==> config.mk <==
export PLATFORM = sky130hd
export DESIGN_NAME = fp_div
export DESIGN_NICKNAME = d
export VERILOG_FILES = /design/src/rtl/fp_div_pkg.sv /design/src/rtl/fp_round.sv /design/src/rtl/fp_div.sv
export SDC_FILE = /design/constraint.sdc
export NUM_CORES = 1
export LEC_CHECK = 0
export ABC_AREA = 1
export BUFFER_PORTS_ARGS = -buffer_cell sky130_fd_sc_hd__buf_2
export CAP_MARGIN = 20
export CORE_UTILIZATION = 61
export DETAILED_ROUTE_END_ITERATION = 10
export HOLD_SLACK_MARGIN = 0.1
export PLACE_DENSITY_LB_ADDON = 0.15
export SLEW_MARGIN = 10
export SYNTH_ARGS = -nofsm -noshare
export SYNTH_HDL_FRONTEND = slang
export SYNTH_SLANG_ARGS = --single-unit
==> constraint.sdc <==
create_clock -name clk -period 4 [get_ports clk]
set_input_delay 0.4 -clock clk [delete_from_list [all_inputs] [get_ports clk]]
set_output_delay 0.4 -clock clk [all_outputs]
set_load 0.005 [all_outputs]
==> src/rtl/fp_div_pkg.sv <==
// Shared single-precision FP definitions: field widths, rounding modes, special values.
// Latency: n/a (types, constants and a combinational classifier only).
// Backpressure: n/a.
package fp_div_pkg;

  localparam int W  = 32;     // total word width
  localparam int M  = 22;     // MSB index of fraction field
  localparam int E  = 30;     // MSB index of exponent field
  localparam int QB = 26;     // quotient bits: 1 integer + 23 fraction + guard + round
  localparam int MW = M + 2;  // mantissa width including the hidden one

  typedef enum logic [2:0] {
    RNE = 3'b000,
    RZ  = 3'b001,
    RD  = 3'b010,
    RU  = 3'b011,
    RMM = 3'b100
  } round_mode_t;

  typedef enum logic [1:0] {
    S_IDLE,
    S_SPEC,
    S_DIV,
    S_ROUND
  } div_state_t;

  typedef struct packed {
    logic           sign;
    logic [E-M-1:0] exp;
    logic [M:0]     frac;
  } fp_t;

  typedef struct packed {
    logic zero;   // exponent 0; subnormals are flushed and count as zero
    logic inf;
    logic nan;
    logic snan;
  } fp_class_t;

  localparam logic [W-1:0] FP_ZEROP = 32'h0000_0000;
  localparam logic [W-1:0] FP_ZERON = 32'h8000_0000;
  localparam logic [W-1:0] FP_INFP  = 32'h7F80_0000;
  localparam logic [W-1:0] FP_INFN  = 32'hFF80_0000;
  localparam logic [W-1:0] FP_NANQ  = 32'h7FC0_0000;
  localparam logic [W-1:0] FP_NANS  = 32'h7FA0_0000;
  localparam logic [W-1:0] FP_MAXP  = 32'h7F7F_FFFF;
  localparam logic [W-1:0] FP_MAXN  = 32'hFF7F_FFFF;

  function automatic fp_class_t fp_classify(input fp_t x);
    fp_class_t c;
    c.zero = (x.exp == '0);
    c.inf  = (x.exp == '1) && (x.frac == '0);
    c.nan  = (x.exp == '1) && (x.frac != '0);
    c.snan = c.nan && !x.frac[M];
    return c;
  endfunction

endpackage

==> src/rtl/fp_round.sv <==
// Rounds a normalised quotient/product mantissa to single precision, with overflow/underflow.
// Latency: combinational.
// Backpressure: none; output follows inputs.
module fp_round
  import fp_div_pkg::*;
(
  input  logic               sign,
  input  logic signed [9:0]  exp,
  input  logic [QB-1:0]      q,
  input  logic               sticky,
  input  logic [2:0]         mode,
  output logic [W-1:0]       res,
  output logic               ov,
  output logic               un,
  output logic               inexact
);

  logic              l_bit;
  logic              g_bit;
  logic              t_bit;
  logic              inc;
  logic [MW:0]       sum;
  logic signed [9:0] exp_r;
  logic [M:0]        frac;

  // Select increment by mode, renormalise on carry-out, then clamp the exponent range.
  always_comb begin
    l_bit = q[2];
    g_bit = q[1];
    t_bit = q[0] | sticky;
    case (mode)
      RNE:     inc = g_bit & (t_bit | l_bit);
      RD:      inc = sign & (g_bit | t_bit);
      RU:      inc = !sign & (g_bit | t_bit);
      RMM:     inc = g_bit;
      default: inc = 1'b0;  // RZ and unused codes truncate
    endcase
    sum     = {1'b0, q[QB-1:2]} + {{MW{1'b0}}, inc};
    exp_r   = exp + (sum[MW] ? 10'sd1 : 10'sd0);
    frac    = sum[MW] ? sum[MW-1:1] : sum[MW-2:0];
    res     = {sign, exp_r[7:0], frac};
    ov      = 1'b0;
    un      = 1'b0;
    inexact = g_bit | t_bit;
    if (exp_r > 10'sd254) begin
      ov      = 1'b1;
      inexact = 1'b1;
      case (mode)
        RNE, RMM: res = sign ? FP_INFN : FP_INFP;
        RD:       res = sign ? FP_INFN : FP_MAXP;
        RU:       res = sign ? FP_MAXN : FP_INFP;
        default:  res = sign ? FP_MAXN : FP_MAXP;
      endcase
    end else if (exp_r < 10'sd1) begin
      un      = 1'b1;
      inexact = 1'b1;
      res     = sign ? FP_ZERON : FP_ZEROP;
    end
  end

endmodule

==> src/rtl/fp_div.sv <==
// Iterative single-precision divider out = in1 / in2, one restoring quotient bit per cycle.
// Latency: done 2 edges after accept for special operands, 28 edges for normal results.
// Backpressure: start is ignored while busy; no output stall, result held until next done.
module fp_div
  import fp_div_pkg::*;
(
  input  logic         clk,
  input  logic         rst,
  input  logic         start,
  input  logic [W-1:0] in1,
  input  logic [W-1:0] in2,
  input  logic [2:0]   round_m,
  output logic [W-1:0] out,
  output logic         busy,
  output logic         done,
  output logic         ov,
  output logic         un,
  output logic         inv,
  output logic         inexact,
  output logic         dz
);

  div_state_t        state_q;
  div_state_t        state_d;
  fp_t               a_q;
  fp_t               b_q;
  logic [2:0]        rm_q;
  logic              sign_q;
  logic signed [9:0] eq_q;
  logic [MW:0]       rem_q;
  logic [MW-1:0]     dvs_q;
  logic [QB-1:0]     q_q;
  logic [4:0]        cnt_q;
  logic              spec_q;
  logic [W-1:0]      spec_res_q;
  logic              spec_inv_q;
  logic              spec_dz_q;

  fp_class_t         ca;
  fp_class_t         cb;
  logic              sign_nx;
  logic              spec_hit;
  logic              spec_inv;
  logic              spec_dz;
  logic [W-1:0]      spec_res;
  logic [MW-1:0]     ma;
  logic [MW-1:0]     mb;
  logic              lt;
  logic [MW:0]       rem_init;
  logic signed [9:0] eq_nx;
  logic              ge;
  logic [MW:0]       diff;
  logic [MW:0]       rem_step;

  logic [W-1:0]      rnd_res;
  logic              rnd_ov;
  logic              rnd_un;
  logic              rnd_inexact;

  // Classify latched operands, pick a special result, and pre-align mantissas so q lands in [1,2).
  always_comb begin
    ca       = fp_classify(a_q);
    cb       = fp_classify(b_q);
    sign_nx  = a_q.sign ^ b_q.sign;
    spec_hit = 1'b1;
    spec_inv = 1'b0;
    spec_dz  = 1'b0;
    spec_res = FP_NANQ;
    if (ca.nan || cb.nan) begin
      spec_inv = ca.snan | cb.snan;
    end else if ((ca.inf && cb.inf) || (ca.zero && cb.zero)) begin
      spec_inv = 1'b1;
    end else if (cb.zero) begin
      spec_dz  = 1'b1;
      spec_res = sign_nx ? FP_INFN : FP_INFP;
    end else if (ca.inf) begin
      spec_res = sign_nx ? FP_INFN : FP_INFP;
    end else if (ca.zero || cb.inf) begin
      spec_res = sign_nx ? FP_ZERON : FP_ZEROP;
    end else begin
      spec_hit = 1'b0;
    end
    ma       = {1'b1, a_q.frac};
    mb       = {1'b1, b_q.frac};
    lt       = (ma < mb);
    rem_init = lt ? {ma, 1'b0} : {1'b0, ma};
    eq_nx    = $signed({2'b00, a_q.exp}) - $signed({2'b00, b_q.exp})
             + (lt ? 10'sd126 : 10'sd127);
  end

  // One restoring step: subtract divisor when it fits, then shift the partial remainder left.
  always_comb begin
    ge       = (rem_q >= {1'b0, dvs_q});
    diff     = rem_q - {1'b0, dvs_q};
    rem_step = ge ? {diff[MW-1:0], 1'b0} : {rem_q[MW-1:0], 1'b0};
  end

  fp_round u_round (
    .sign    (sign_q),
    .exp     (eq_q),
    .q       (q_q),
    .sticky  (rem_q != '0),
    .mode    (rm_q),
    .res     (rnd_res),
    .ov      (rnd_ov),
    .un      (rnd_un),
    .inexact (rnd_inexact)
  );

  // State register; reset aborts any operation in flight.
  always_ff @(posedge clk or negedge rst) begin
    if (!rst) state_q <= S_IDLE;
    else      state_q <= state_d;
  end

  // Next-state: specials skip the divide loop, which runs exactly QB iterations.
  always_comb begin
    state_d = state_q;
    case (state_q)
      S_IDLE:  if (start) state_d = S_SPEC;
      S_SPEC:  state_d = spec_hit ? S_ROUND : S_DIV;
      S_DIV:   if (cnt_q == 5'(QB - 1)) state_d = S_ROUND;
      S_ROUND: state_d = S_IDLE;
      default: state_d = S_IDLE;
    endcase
  end

  assign busy = (state_q != S_IDLE);

  // Datapath: latch on accept, prepare in SPEC, iterate in DIV, register result and pulse done in ROUND.
  always_ff @(posedge clk or negedge rst) begin
    if (!rst) begin
      a_q        <= '0;
      b_q        <= '0;
      rm_q       <= '0;
      sign_q     <= 1'b0;
      eq_q       <= '0;
      rem_q      <= '0;
      dvs_q      <= '0;
      q_q        <= '0;
      cnt_q      <= '0;
      spec_q     <= 1'b0;
      spec_res_q <= '0;
      spec_inv_q <= 1'b0;
      spec_dz_q  <= 1'b0;
      out        <= '0;
      done       <= 1'b0;
      ov         <= 1'b0;
      un         <= 1'b0;
      inv        <= 1'b0;
      inexact    <= 1'b0;
      dz         <= 1'b0;
    end else begin
      done <= 1'b0;
      case (state_q)
        S_IDLE: begin
          if (start) begin
            a_q  <= in1;
            b_q  <= in2;
            rm_q <= round_m;
          end
        end
        S_SPEC: begin
          sign_q     <= sign_nx;
          spec_q     <= spec_hit;
          spec_res_q <= spec_res;
          spec_inv_q <= spec_inv;
          spec_dz_q  <= spec_dz;
          eq_q       <= eq_nx;
          rem_q      <= rem_init;
          dvs_q      <= mb;
          q_q        <= '0;
          cnt_q      <= '0;
        end
        S_DIV: begin
          q_q   <= {q_q[QB-2:0], ge};
          rem_q <= rem_step;
          cnt_q <= cnt_q + 5'd1;
        end
        S_ROUND: begin
          done <= 1'b1;
          if (spec_q) begin
            out     <= spec_res_q;
            ov      <= 1'b0;
            un      <= 1'b0;
            inv     <= spec_inv_q;
            inexact <= 1'b0;
            dz      <= spec_dz_q;
          end else begin
            out     <= rnd_res;
            ov      <= rnd_ov;
            un      <= rnd_un;
            inv     <= 1'b0;
            inexact <= rnd_inexact;
            dz      <= 1'b0;
          end
        end
        default: ;
      endcase
    end
  end

endmodule

=== After elaboration in Yosys (flattened, before gate mapping) ===
Index checks and enable logic that the tools add are counted.

* Add/sub/neg operators: 6
* $lt $le $gt $ge: 4
* Equality and inequality tests: 11
* Mux-type cells: 50
* Bitwise operators: 8
* Reduce and logical (&&, ||, !) cells: 28

{| class="wikitable"
|+ Operator list
! cell !! number
|-
| 2-to-1 mux 32 bit || 15
|-
| one-hot mux 32 bit (3 select lines) || 1
|-
| one-hot mux 26 bit (2 select lines) || 1
|-
| 2-to-1 mux 25 bit || 2
|-
| one-hot mux 25 bit (2 select lines) || 1
|-
| logical NOT 23 bit || 2
|-
| nonzero test 23 bit || 2
|-
| adder 24 x 1 -> 25 bit || 1
|-
| >= comparator 25 x 24 -> 1 bit || 1
|-
| nonzero test 25 bit || 1
|-
| less-than comparator 24 bit || 1
|-
| 2-to-1 mux 1 bit || 24
|-
| subtractor 24 bit || 1
|-
| 2-to-1 mux 23 bit || 1
|-
| == test 8 bit (second input constant) || 2
|-
| logical NOT 8 bit || 2
|-
| adder 10 bit || 1
|-
| adder 9 x 8 -> 10 bit || 1
|-
| greater-than comparator 10 x 9 -> 1 bit (second input constant) || 1
|-
| less-than comparator 10 x 2 -> 1 bit (second input constant) || 1
|-
| one-hot mux 5 bit (2 select lines) || 1
|-
| subtractor 8 x 8 -> 9 bit || 1
|-
| logical AND 1 bit || 8
|-
| one-hot mux 2 bit (4 select lines) || 1
|-
| other kinds (19) || 34
|}

* Bits in registers: 233
* Input bits: 70
* Logic and storage cells: 132

=== Longest topological paths before layout ===
* Depth after elaboration: 12
* Gate-level depth with buffers: 29

=== Hierarchy ===
Synthesis repeated with hierarchy kept, for this count alone.

* Cell total of the unflattened synthesis: 1,967
* Area, all modules: 13,579.3 um^2

{| class="wikitable"
|+ By module, submodules not included
! module !! instances !! cells an instance !! area each (um^2) !! seq. area each (um^2)
|-
| fp_div || 1 || 1,610 || 11,891.4 || 5,104.9
|-
| fp_round || 1 || 357 || 1,687.9 || 0.0
|}

=== Worst setup path before layout ===
No wires, ideal clock.

* Kind: register to register
* Start point: register rm_q[1]
* End point: register out[8]
* Library setup time: 116 ps
* Data arrival time: 3,406 ps
* Required time: 3,884 ps
* Setup slack: 477 ps
* Stages on the path, launching flop included: 26
* Buffers on the path: 2
* Period minus slack after synthesis: 3,523 ps
* Path through: dfrtp_1 nand2_1 nor2_1 ha_1 nand2_1 o21ai_0 ha_1 ha_1 nand4_1 nor3_1 nand2_1 nor4_1 ha_1 buf_2 nand2_1 nor2_1 nand2_1 nand2_1 nand2_1 nor2_1 nand3_1 o21ai_1 buf_4 o21ai_0 nand2_1 nand2_1

* Word-level cells in the longest chain between the ends: 9
* Elaborated cells on any way between the ends: 16

{| class="wikitable"
|+ RTL lines
! element !! line !! text
|-
| from (decl) || fp_div.sv:27 || <nowiki>logic [2:0] rm_q;</nowiki>
|-
| from (signal assigned) || fp_div.sv:160 || <nowiki>rm_q <= round_m;</nowiki>
|-
| == test 3 bit (tied with other cells) || fp_round.sv:31, fp_round.sv:48 ||
|-
| one-hot mux 1 bit (4 select lines) || fp_round.sv:31 || <nowiki>case (mode)</nowiki>
|-
| adder 24 x 1 -> 25 bit || fp_round.sv:38 || <nowiki>sum = {1'b0, q[QB-1:2]} + {{MW{1'b0}}, inc};</nowiki>
|-
| 2-to-1 mux 1 bit || fp_round.sv:39 || <nowiki>exp_r = exp + (sum[MW] ? 10'sd1 : 10'sd0);</nowiki>
|-
| adder 10 bit || fp_round.sv:39 ||
|-
| less-than comparator 10 x 2 -> 1 bit || fp_round.sv:54 || <nowiki>end else if (exp_r < 10'sd1) begin</nowiki>
|-
| 2-to-1 mux 32 bit || fp_round.sv:54 ||
|-
| 2-to-1 mux 32 bit * || fp_round.sv:45 || <nowiki>if (exp_r > 10'sd254) begin</nowiki>
|-
| 2-to-1 mux 32 bit * || fp_div.sv:182 || <nowiki>if (spec_q) begin</nowiki>
|-
| to (signal assigned) || fp_div.sv:183 || <nowiki>out <= spec_res_q;</nowiki>
|-
| to (signal assigned) || fp_div.sv:190 || <nowiki>out <= rnd_res;</nowiki>
|-
| to (decl) || fp_div.sv:13 || <nowiki>output logic [W-1:0] out,</nowiki>
|}

Every way passes the cells marked *; elsewhere a longest branch is shown, timed or not.
A chain may end at the register's enable or synchronous reset.

=== Worst setup path after layout ===
* Start point: register rem_q[4]
* End point: register out[18]

* Word-level cells in the longest chain between the ends: 12
* Elaborated cells on any way between the ends: 17

{| class="wikitable"
|+ RTL lines
! element !! line !! text
|-
| from (decl) || fp_div.sv:30 || <nowiki>logic [MW:0] rem_q;</nowiki>
|-
| from (signal assigned) || fp_div.sv:170 || <nowiki>rem_q <= rem_init;</nowiki>
|-
| from (signal assigned) || fp_div.sv:177 || <nowiki>rem_q <= rem_step;</nowiki>
|-
| nonzero test 25 bit * || fp_div.sv:102 || <nowiki>.sticky (rem_q != '0),</nowiki>
|-
| OR 1 bit * || fp_round.sv:30 || <nowiki>t_bit = q[0] | sticky;</nowiki>
|-
| OR 1 bit, on equally long branches || fp_round.sv:33, fp_round.sv:34, fp_round.sv:32 ||
|-
| bitwise AND 1 bit, on equally long branches || fp_round.sv:34, fp_round.sv:32, fp_round.sv:33 ||
|-
| one-hot mux 1 bit (4 select lines) * || fp_round.sv:31 ||
|-
| adder 24 x 1 -> 25 bit * || fp_round.sv:38 ||
|-
| 2-to-1 mux 1 bit || fp_round.sv:39 ||
|-
| adder 10 bit || fp_round.sv:39 ||
|-
| less-than comparator 10 x 2 -> 1 bit || fp_round.sv:54 ||
|-
| 2-to-1 mux 32 bit || fp_round.sv:54 ||
|-
| 2-to-1 mux 32 bit * || fp_round.sv:45 ||
|-
| 2-to-1 mux 32 bit * || fp_div.sv:182 ||
|}

Marked as above.

==> results.md <==
- Routed Antenna Nets: 0
- Setup Viol. Count Final: 0
- Fin crit share: 0.967
- WL per Instance: 16.0 um
- Max_cap viols: 0
- Die Wd: 149 um
- Yosys cell types: 44
- Residual DRC count: 0
- Synth-to-Final Area Change: 14.1%
- Synth Warn #: 0
- Clock root cell: clkbuf_16
- Status: finished, final reports clean
- Max Fclk: 0.259 GHz
- Final setup margin: 0.132 ns
- Vias in the first global route: 11700
- Post-synthesis sequential area ratio: 0.389
- Largest net degree at the start of global routing: 99
- Initial Util: 0.622
- Reg clk slew, reported paths: 0.07 ns
- Synthesized area per cell: 6.97 sq um
- Peak VDD IR: 0.000649 V
- Pleak: 0.00804 uW
- FF+latch area: 5100 sq um
- Number of synthesized flops with an enable pin: 0
- Worst path arrival time: 4.28 ns
- Synth Net Count: 2022
- Synthesized area: 13100 sq um
- Clock H-tree levels: 1
- CTS Buffer Depth: 3
- Initial DRC Count: 1205
- Fin util: 0.710
- GR Overflow Total: 0
- Crit end category: flip-flop
- Multi-input gate area: 6780 sq um
- Crit-path max FO: 15
- Die area: 22100 sq um
- Type of the worst min-delay path: primary input to flip-flop
- Drt first pass iters: 9
- Fill count: 1814
- Drt total wl: 36500 um
- Site Rows: 53
- Syn Inst Count: 1882
- Worst skew pair latency: 0.52 ns
- Worst Tran Pin Value: 1.05 ns
- CTS Sinks: 204
- Tmin final: 3.87 ns
- Most Frequent Cell on Critical Path: nand2_1
- Pre-CTS setup slack: -0.166 ns
- Global-route wire length before repair: 58600 um
- DR vias/cell: 5.58
- DP Wirelength: 26800 um
- Fin area: 15000 sq um
- Gr usage total: 0.334
- #FFs+latches synth: 204
- # IOs: 109
- Synth Flop Type: dfrtp_1
- Die H: 149 um
- Max Slew Vio Count: 0
- Startpoint Class: flip-flop
- Antenna Cells: 0
- Share of cells above drive strength 1: 0.118
- Core area: 21100 sq um
- Layout Skew: 0.0175 ns
- GP Congestion: 0.979
- Initial antenna violation count: 1
- Port bufs: 108
- Post-DP Area: 13900 sq um
- Worst R2R Path Depth: 28
- CTS Buf Count: 23
- Asr flop ratio synth: 1.00
- Pwr per Cell Area: 965 nW/um^2
- Relative slew slack: 0.297
- Crit Path Category: flip-flop to flip-flop
- Crit path largest cell delay: 0.39 ns
- CTS tree: yes
- CP max-delay cell: dfrtp_1
- Hold depth: 2
- Nets: 2133
- RSZ-0062 raised after global routing: true
- Detailed-route via count: 12700
- Data required, critical path: 4.41 ns
- Final Hold Viols: 0
[area by class of cell]
| type | instances | area share |
|---|---|---|
| clock buffer | 32 | 0.0434 |
| sequential | 204 | 0.341 |
| inverter | 290 | 0.0730 |
| tap | 275 | 0.0230 |
| clock inverter | 10 | 0.00877 |
| timing repair buffer | 146 | 0.0584 |
| multi-input combinational | 1328 | 0.453 |
[per-stage QoR]
stage	power (uW)	TNS, ns	cells	hold slack, ns
after detailed placement	11800	-3.25	2230	0.460
after global routing	15700	-2.16	2285	0.114
final	14500	0	2285	0.112
after floorplan	9570	0	1882	0.104
after CTS	14100	0	2273	0.105
after global placement	11600	0	2230	0.458
[per-layer routing]
layer / global-route usage / part of all wire / vias up
met5: 0 / 0.00044 / -
met4: 0.0758 / 0.020 / 2
met3: 0.0482 / 0.079 / 60
met2: 0.513 / 0.44 / 498
met1: 0.497 / 0.46 / 5974
li1: - / - / 6209
[where the power goes]
| group | total (uW) | internal [uW] | switching, uW | leakage (uW) |
|---|---|---|---|---|
| clock network | 2170 | 1330 | 847 | 0.000385 |
| registers | 3600 | 2940 | 665 | 0.00244 |
| logic | 8680 | 2960 | 5720 | 0.00522 |
| total | 14500 | 7230 | 7230 | 0.00804 |
[sequential cells by signal, summed over array words and instances (netlist names)]
register / cells
a_q: 32
b_q: 32
cnt_q: 5
done: 1
dvs_q: 24
dz: 1
eq_q: 10
inexact: 1
inv: 1
out: 32
ov: 1
q_q: 26
rem_q: 25
rm_q: 3
sign_q: 1
spec_dz_q: 1
spec_inv_q: 1
spec_q: 1
spec_res_q: 3
state_q: 2
un: 1
[logic make-up after synthesis]
family                   share of synthesized area
XOR/XNOR                                    0.0214
buffers and inverters                        0.105
multiplexers                               0.00515
flip-flops                                   0.389
adder cells (fa/ha/maj)                     0.0679
AO/OA/AOI/OAI                               0.0989
AND/OR/NAND/NOR                              0.313
[critical path: cells and delay by family, from the launching register on]
| family | cells | cell delay, ns |
|---|---|---|
| AO/OA/AOI/OAI | 1 | 0.14 |
| flip-flops | 1 | 0.39 |
| buffers and inverters | 2 | 0.19 |
| AND/OR/NAND/NOR | 22 | 2.40 |
| adder cells (fa/ha/maj) | 3 | 0.63 |
[placed cells by master (no fill, tap or decap), types with 56 or more instances in the layout]
master,n
a21oi_1,114
buf_2,107
dfrtp_1,204
ha_1,62
inv_1,283
nand2_1,555
nand3_1,104
nand4_1,56
nor2_1,204
o21ai_0,61
[final timing paths]
| check | start | end | slack, ns |
|---|---|---|---|
| setup / recovery | rem_q[4] | out[18] | 0.13 |
| hold / removal | in1[31] | a_q[31] | 0.11 |
| setup reg to reg | rem_q[4] | out[18] | 0.13 |
| hold reg to reg | cnt_q[4] | cnt_q[4] | 0.47 |
| max in group asynchronous | rst | out[26] | 2.48 |
| min in group asynchronous | rst | dvs_q[15] | 0.54 |
[what timing repair did]
item                                    CTS  global route
endpoints found under the setup margin   28            34
gates resized for setup                   1            36
hold buffers                              1             0
pin swaps                                 0            18
endpoints found under the hold margin    96             0
buffers inserted                          0            13
[cell usage after synthesis (21+ instances only)]
master | n | area share
nand2_1 | 561 | 0.16
inv_1 | 285 | 0.082
nor2_1 | 205 | 0.059
dfrtp_1 | 204 | 0.39
a21oi_1 | 115 | 0.044
nand3_1 | 105 | 0.040
ha_1 | 68 | 0.065
o21ai_0 | 64 | 0.024
nand4_1 | 56 | 0.027
clkbuf_1 | 39 | 0.011
o22ai_1 | 36 | 0.017
xor2_1 | 23 | 0.015
nor3_1 | 21 | 0.0080
Power figures use the tool's default switching activity.
